<file path="src/rtl/arm_lsu.sv">
// Load/store unit bridging a core request/response handshake to a single-ported,
// big-endian word memory with read-modify-write for byte and halfword stores.
module arm_lsu #(
    parameter bit ALIGN_CHECK = 1'b1
) (
    input  logic        clk,
    input  logic        rst,
    input  logic        req_valid,
    output logic        req_ready,
    input  logic        req_store,
    input  logic [1:0]  req_size,
    input  logic        req_signed,
    input  logic [31:0] req_addr,
    input  logic [31:0] req_wdata,
    output logic        resp_valid,
    input  logic        resp_ready,
    output logic [31:0] resp_rdata,
    output logic        resp_fault,
    output logic [31:0] mem_addr,
    output logic [31:0] mem_wdata,
    output logic        mem_write,
    input  logic [31:0] mem_rdata,
    input  logic        mem_excpt
);

    typedef enum logic [1:0] {IDLE, RD, WR, RESP} state_t;

    localparam logic [1:0] SZ_BYTE = 2'b00;
    localparam logic [1:0] SZ_HALF = 2'b01;
    localparam logic [1:0] SZ_WORD = 2'b10;

    state_t      state;
    logic        store_q;
    logic [1:0]  size_q;
    logic        signed_q;
    logic [31:0] addr_q;
    logic [31:0] wdata_q;
    logic [31:0] wr_word;

    logic        size_bad;
    logic        misaligned;
    logic [7:0]  byte_lane;
    logic [15:0] half_lane;
    logic [31:0] load_val;
    logic [31:0] merged;

    assign size_bad   = (req_size == 2'b11);
    assign misaligned = ALIGN_CHECK &&
                        (((req_size == SZ_HALF) && req_addr[0]) ||
                         ((req_size == SZ_WORD) && (req_addr[1:0] != 2'b00)));

    // Lane 0 is the most significant byte of the memory word.
    always_comb begin
        byte_lane = 8'h00;
        half_lane = 16'h0000;
        load_val  = 32'h0;
        merged    = mem_rdata;
        case (addr_q[1:0])
            2'd0:    byte_lane = mem_rdata[31:24];
            2'd1:    byte_lane = mem_rdata[23:16];
            2'd2:    byte_lane = mem_rdata[15:8];
            default: byte_lane = mem_rdata[7:0];
        endcase
        half_lane = addr_q[1] ? mem_rdata[15:0] : mem_rdata[31:16];
        case (size_q)
            SZ_BYTE: load_val = signed_q ? {{24{byte_lane[7]}}, byte_lane} : {24'h0, byte_lane};
            SZ_HALF: load_val = signed_q ? {{16{half_lane[15]}}, half_lane} : {16'h0, half_lane};
            default: load_val = mem_rdata;
        endcase
        if (size_q == SZ_BYTE) begin
            case (addr_q[1:0])
                2'd0:    merged[31:24] = wdata_q[7:0];
                2'd1:    merged[23:16] = wdata_q[7:0];
                2'd2:    merged[15:8]  = wdata_q[7:0];
                default: merged[7:0]   = wdata_q[7:0];
            endcase
        end else if (addr_q[1]) begin
            merged[15:0] = wdata_q[15:0];
        end else begin
            merged[31:16] = wdata_q[15:0];
        end
    end

    // NOTE: every register here is updated with <= so all reads see pre-edge values.
    always_ff @(posedge clk or negedge rst) begin
        if (!rst) begin
            state      <= IDLE;
            store_q    <= 1'b0;
            size_q     <= 2'b00;
            signed_q   <= 1'b0;
            addr_q     <= 32'h0;
            wdata_q    <= 32'h0;
            wr_word    <= 32'h0;
            resp_rdata <= 32'h0;
            resp_fault <= 1'b0;
        end else begin
            case (state)
                IDLE: begin
                    if (req_valid) begin
                        store_q    <= req_store;
                        size_q     <= req_size;
                        signed_q   <= req_signed;
                        addr_q     <= req_addr;
                        wdata_q    <= req_wdata;
                        resp_rdata <= 32'h0;
                        resp_fault <= 1'b0;
                        if (size_bad || misaligned) begin
                            resp_fault <= 1'b1;
                            state      <= RESP;
                        end else if (req_store && (req_size == SZ_WORD)) begin
                            wr_word <= req_wdata;
                            state   <= WR;
                        end else begin
                            state <= RD;
                        end
                    end
                end
                RD: begin
                    if (mem_excpt) begin
                        resp_fault <= 1'b1;
                        state      <= RESP;
                    end else if (store_q) begin
                        wr_word <= merged;
                        state   <= WR;
                    end else begin
                        resp_rdata <= load_val;
                        state      <= RESP;
                    end
                end
                WR: begin
                    if (mem_excpt) resp_fault <= 1'b1;
                    state <= RESP;
                end
                default: begin
                    if (resp_ready) begin
                        resp_rdata <= 32'h0;
                        resp_fault <= 1'b0;
                        state      <= IDLE;
                    end
                end
            endcase
        end
    end

    // Decoded straight from the state register so reset drops the strobe immediately.
    assign req_ready  = (state == IDLE);
    assign resp_valid = (state == RESP);
    assign mem_write  = (state == WR);
    assign mem_addr   = ((state == RD) || (state == WR)) ? {addr_q[31:2], 2'b00} : 32'h0;
    assign mem_wdata  = (state == WR) ? wr_word : 32'h0;

endmodule

</file>
<file path="config.mk">
export PLATFORM = sky130hd
export DESIGN_NAME = arm_lsu
export DESIGN_NICKNAME = d
export VERILOG_FILES = /design/src/rtl/arm_lsu.sv
export SDC_FILE = /design/constraint.sdc
export NUM_CORES = 1
export LEC_CHECK = 0
export BUFFER_PORTS_ARGS = -buffer_cell sky130_fd_sc_hd__buf_2
export CAP_MARGIN = 20
export CORE_UTILIZATION = 38
export DETAILED_ROUTE_END_ITERATION = 12
export HOLD_SLACK_MARGIN = 0.06
export PLACE_DENSITY_LB_ADDON = 0.25
export SLEW_MARGIN = 20
export SYNTH_ARGS = -nofsm -noshare
export SYNTH_HDL_FRONTEND = slang
export SYNTH_SLANG_ARGS = --single-unit
</file>
<file path="constraint.sdc">
create_clock -name clk -period 2.5 [get_ports clk]
set_input_delay 0.75 -clock clk [delete_from_list [all_inputs] [get_ports clk]]
set_output_delay 0.75 -clock clk [all_outputs]
set_load 0.05 [all_outputs]
</file>
==> key figures <==
Critical path
  • Worst Setup Path Type: reg -> out
  • Critical Path End: mem_wdata[14]
  • R2R Path End: resp_rdata[22]
  • CP startpoint: state[1]
  • Reg2Reg Setup Slack: 0.27 ns
  • Reg2Reg Launch Point: state[1]
  • Worst setup SP type: register
  • CP required: 1.75 ns
  • Critical path fanouts, max: 10
  • Critical path data arrival time: 1.71 ns
  • Endpoint type of the worst setup path: primary output
  • Worst R2R Path Depth: 7

Yosys
  • Cell Area, Synth: 6640 µm²
  • Mapped Cells: 633
  • Syn avg cell area: 10.5 µm²
  • Sequential fraction of the synthesis area: 44.8%
  • Yosys warning count: 0
  • Top FF cell, synth: dfrtp_1
  • Post-synth EDFFs: 0
  • Async SR Flop Fraction: 100%
  • Register bit total from synthesis: 119
  • Yosys cell types: 51

Die
  • Chip width: 134 µm
  • Core area: 16800 µm²
  • Die height: 134 µm
  • Num rows: 47
  • Die area: 18000 µm²
  • IO Count: 205
  • Starting Density: 39.5%

Global route
  • Total global-route track usage: 22.6%
  • Number of global-route vias before repair: 5511
  • First-pass GRT wire length: 30800 µm
  • Gr ovfl total: 0
  • Pin count of the biggest net entering global routing: 44
  • Initial antenna violation count: 3

Timing
  • Final hold violation count: 0
  • Final max-slew violation count: 0
  • Maximum clock frequency: 0.406 GHz
  • Worst slew margin: 56.3%
  • Period minus WS final: 2.46 ns
  • Final setup violation count: 0
  • TNS Setup: 0 ns
  • Worst-Margin Slew: 0.655 ns
  • Period utilisation layout: 98.6%
  • Final Skew: 0.00784 ns
  • Final Worst Setup Slack: 0.0351 ns

Detailed routing
  • DR iter-0 viols: 372
  • ANT nets after route: 0
  • Vias/cell: 5.38
  • Drt wl/cell: 19.3 µm
  • Residual DRC count: 0
  • Routed wire length: 20600 µm
  • Total number of vias: 5728
  • First-pass DRT Iterations: 5

Pwr
  • Worst VDD drop: 0.00123 V
  • Overall power: 15.8 mW
  • Standby leakage power: 4.27 nW
  • Power density cells: 1780 nW/µm²

Place
  • PortBufs: 202
  • Final Wtd Congestion: 0.845
  • Dpl cells: 1027
  • HPWL Detailed: 14500 µm
  • Placement Setup Slack: 0.0997 ns

Hold path
  • Min-delay worst type: in -> async

CTS
  • H-tree levels: 4
  • CTS Root Buffer Type: clkbuf_16
  • Total CTS buffers: 17
  • Clock insertion delay at the later pin of the skew report: 0.42 ns
  • CTS Hold Buffers Added: 0
  • Clock buffer depth: 2
  • CTS tree: done
  • Clk sinks: 119
  • Clock slew at reported path FFs: 0.06 ns

Flow run
  • Maxcap violations: 0

Finish
  • Finished Layout Cells: 1065
  • Fin util: 52.7%
  • Layout cells sized above 1: 45.6%
  • # diodes: 0
  • Synthesis-to-layout area growth: 33.3%
  • Final net count: 942
  • Commonest cells after routing, fill and taps aside: buf_2 (139), dfrtp_1 (117), buf_4 (83)
  • Most common cell after layout, fill and taps aside: buf_2

Outcome
  • Status: finished clean
==> layer usage <==
| metal | wire length, µm | GRT usage, % | vias up |
|---|---|---|---|
| met1 | 9380 | 31.0 | 2780 |
| met5 | 17 | 0 | - |
| met3 | 1390 | 5.52 | 35 |
| met2 | 9250 | 34.2 | 225 |
| met4 | 539 | 8.55 | 2 |
| li1 | - | - | 2686 |
==> stage by stage <==
step / instance area, µm² / hold WS [ns]
final: 8860 / 0.325
after floorplan: 6690 / 0.449
after detailed placement: 7950 / 0.466
after global placement: 7950 / 0.463
after global routing: 8860 / 0.365
after CTS: 8760 / 0.348
==> registers in the layout, summed over array words and instances, names as in the netlist, 2 cells and up <==
name and flops:
addr_q 32, state 2, wr_word 32, size_q 2, resp_rdata 32, wdata_q 16
==> synthesized netlist by cell type (all sizes together) (5+ instances only) <==
cell type / instances / area share [%]
a22oi: 17 / 2.0
o22ai: 22 / 2.1
buf: 33 / 2.8
mux2: 77 / 13
and2: 62 / 5.8
o221ai: 16 / 2.1
a2bb2oi: 8 / 1.1
inv: 25 / 1.4
o21ai: 49 / 3.7
a211oi: 8 / 0.90
clkbuf: 19 / 1.1
ha: 5 / 0.94
nand3: 20 / 1.7
nand2: 27 / 1.5
nor2: 5 / 0.32
nand2b: 17 / 1.6
a21oi: 24 / 1.8
mux2i: 41 / 6.2
dfrtp: 119 / 45
o22a: 6 / 0.79
==> where the power goes <==
group | leakage, nW | internal, mW | switching, mW
sequential | 1.46 | 2.89 | 0.650
combinational | 2.51 | 3.58 | 5.97
clock | 0.302 | 1.69 | 0.986
total | 4.27 | 8.15 | 7.60
==> how the worst min path moves through the flow <==
stage | start | to | cells after the start
after CTS | rst | state[0] | 1
after global routing | rst | resp_fault | 1
after floorplan | rst | addr_q[0] | 0
after detailed placement | resp_rdata[9] | resp_rdata[9] | 2
final | rst | resp_fault | 1
after global placement | resp_rdata[0] | resp_rdata[0] | 2
==> timing repair <==
action,in CTS,in global routing
cloned,0,1
resized for setup,66,3
buffers inserted,1,4
endpoints found under the setup margin,63,63
pin swaps,1,0
endpoints found under the hold margin,0,0
==> critical path, stage by stage (launching register included) <==
cell	delay, ns
dfrtp_2	0.41
buf_4	0.14
ha_4	0.17
buf_4	0.18
and2_2	0.19
buf_4	0.19
==> cell families (layout without fill, tap and decap cells) <==
kind of cell             count (synthesis)  count (layout)  share of synthesized area, %
AO/OA/AOI/OAI                          165             165                          16.2
AND/OR/NAND/NOR                        148             148                          13.4
flip-flops                             119             119                          44.8
multiplexers                           118             118                          19.2
buffers and inverters                   77             288                          5.31
adder cells (fa/ha/maj)                  5               5                         0.942
other                                    1               2                        0.0565
==> cell type report <==
type	instances	area, µm²
clock buffer	17	425
clock inverter	15	213
fill	1553	7960
inverter	25	93.8
multi-input combinational	438	3380
sequential	119	2980
tap	220	275
timing repair buffer	231	1490
Note: power is estimated with default switching activity, not from simulation.
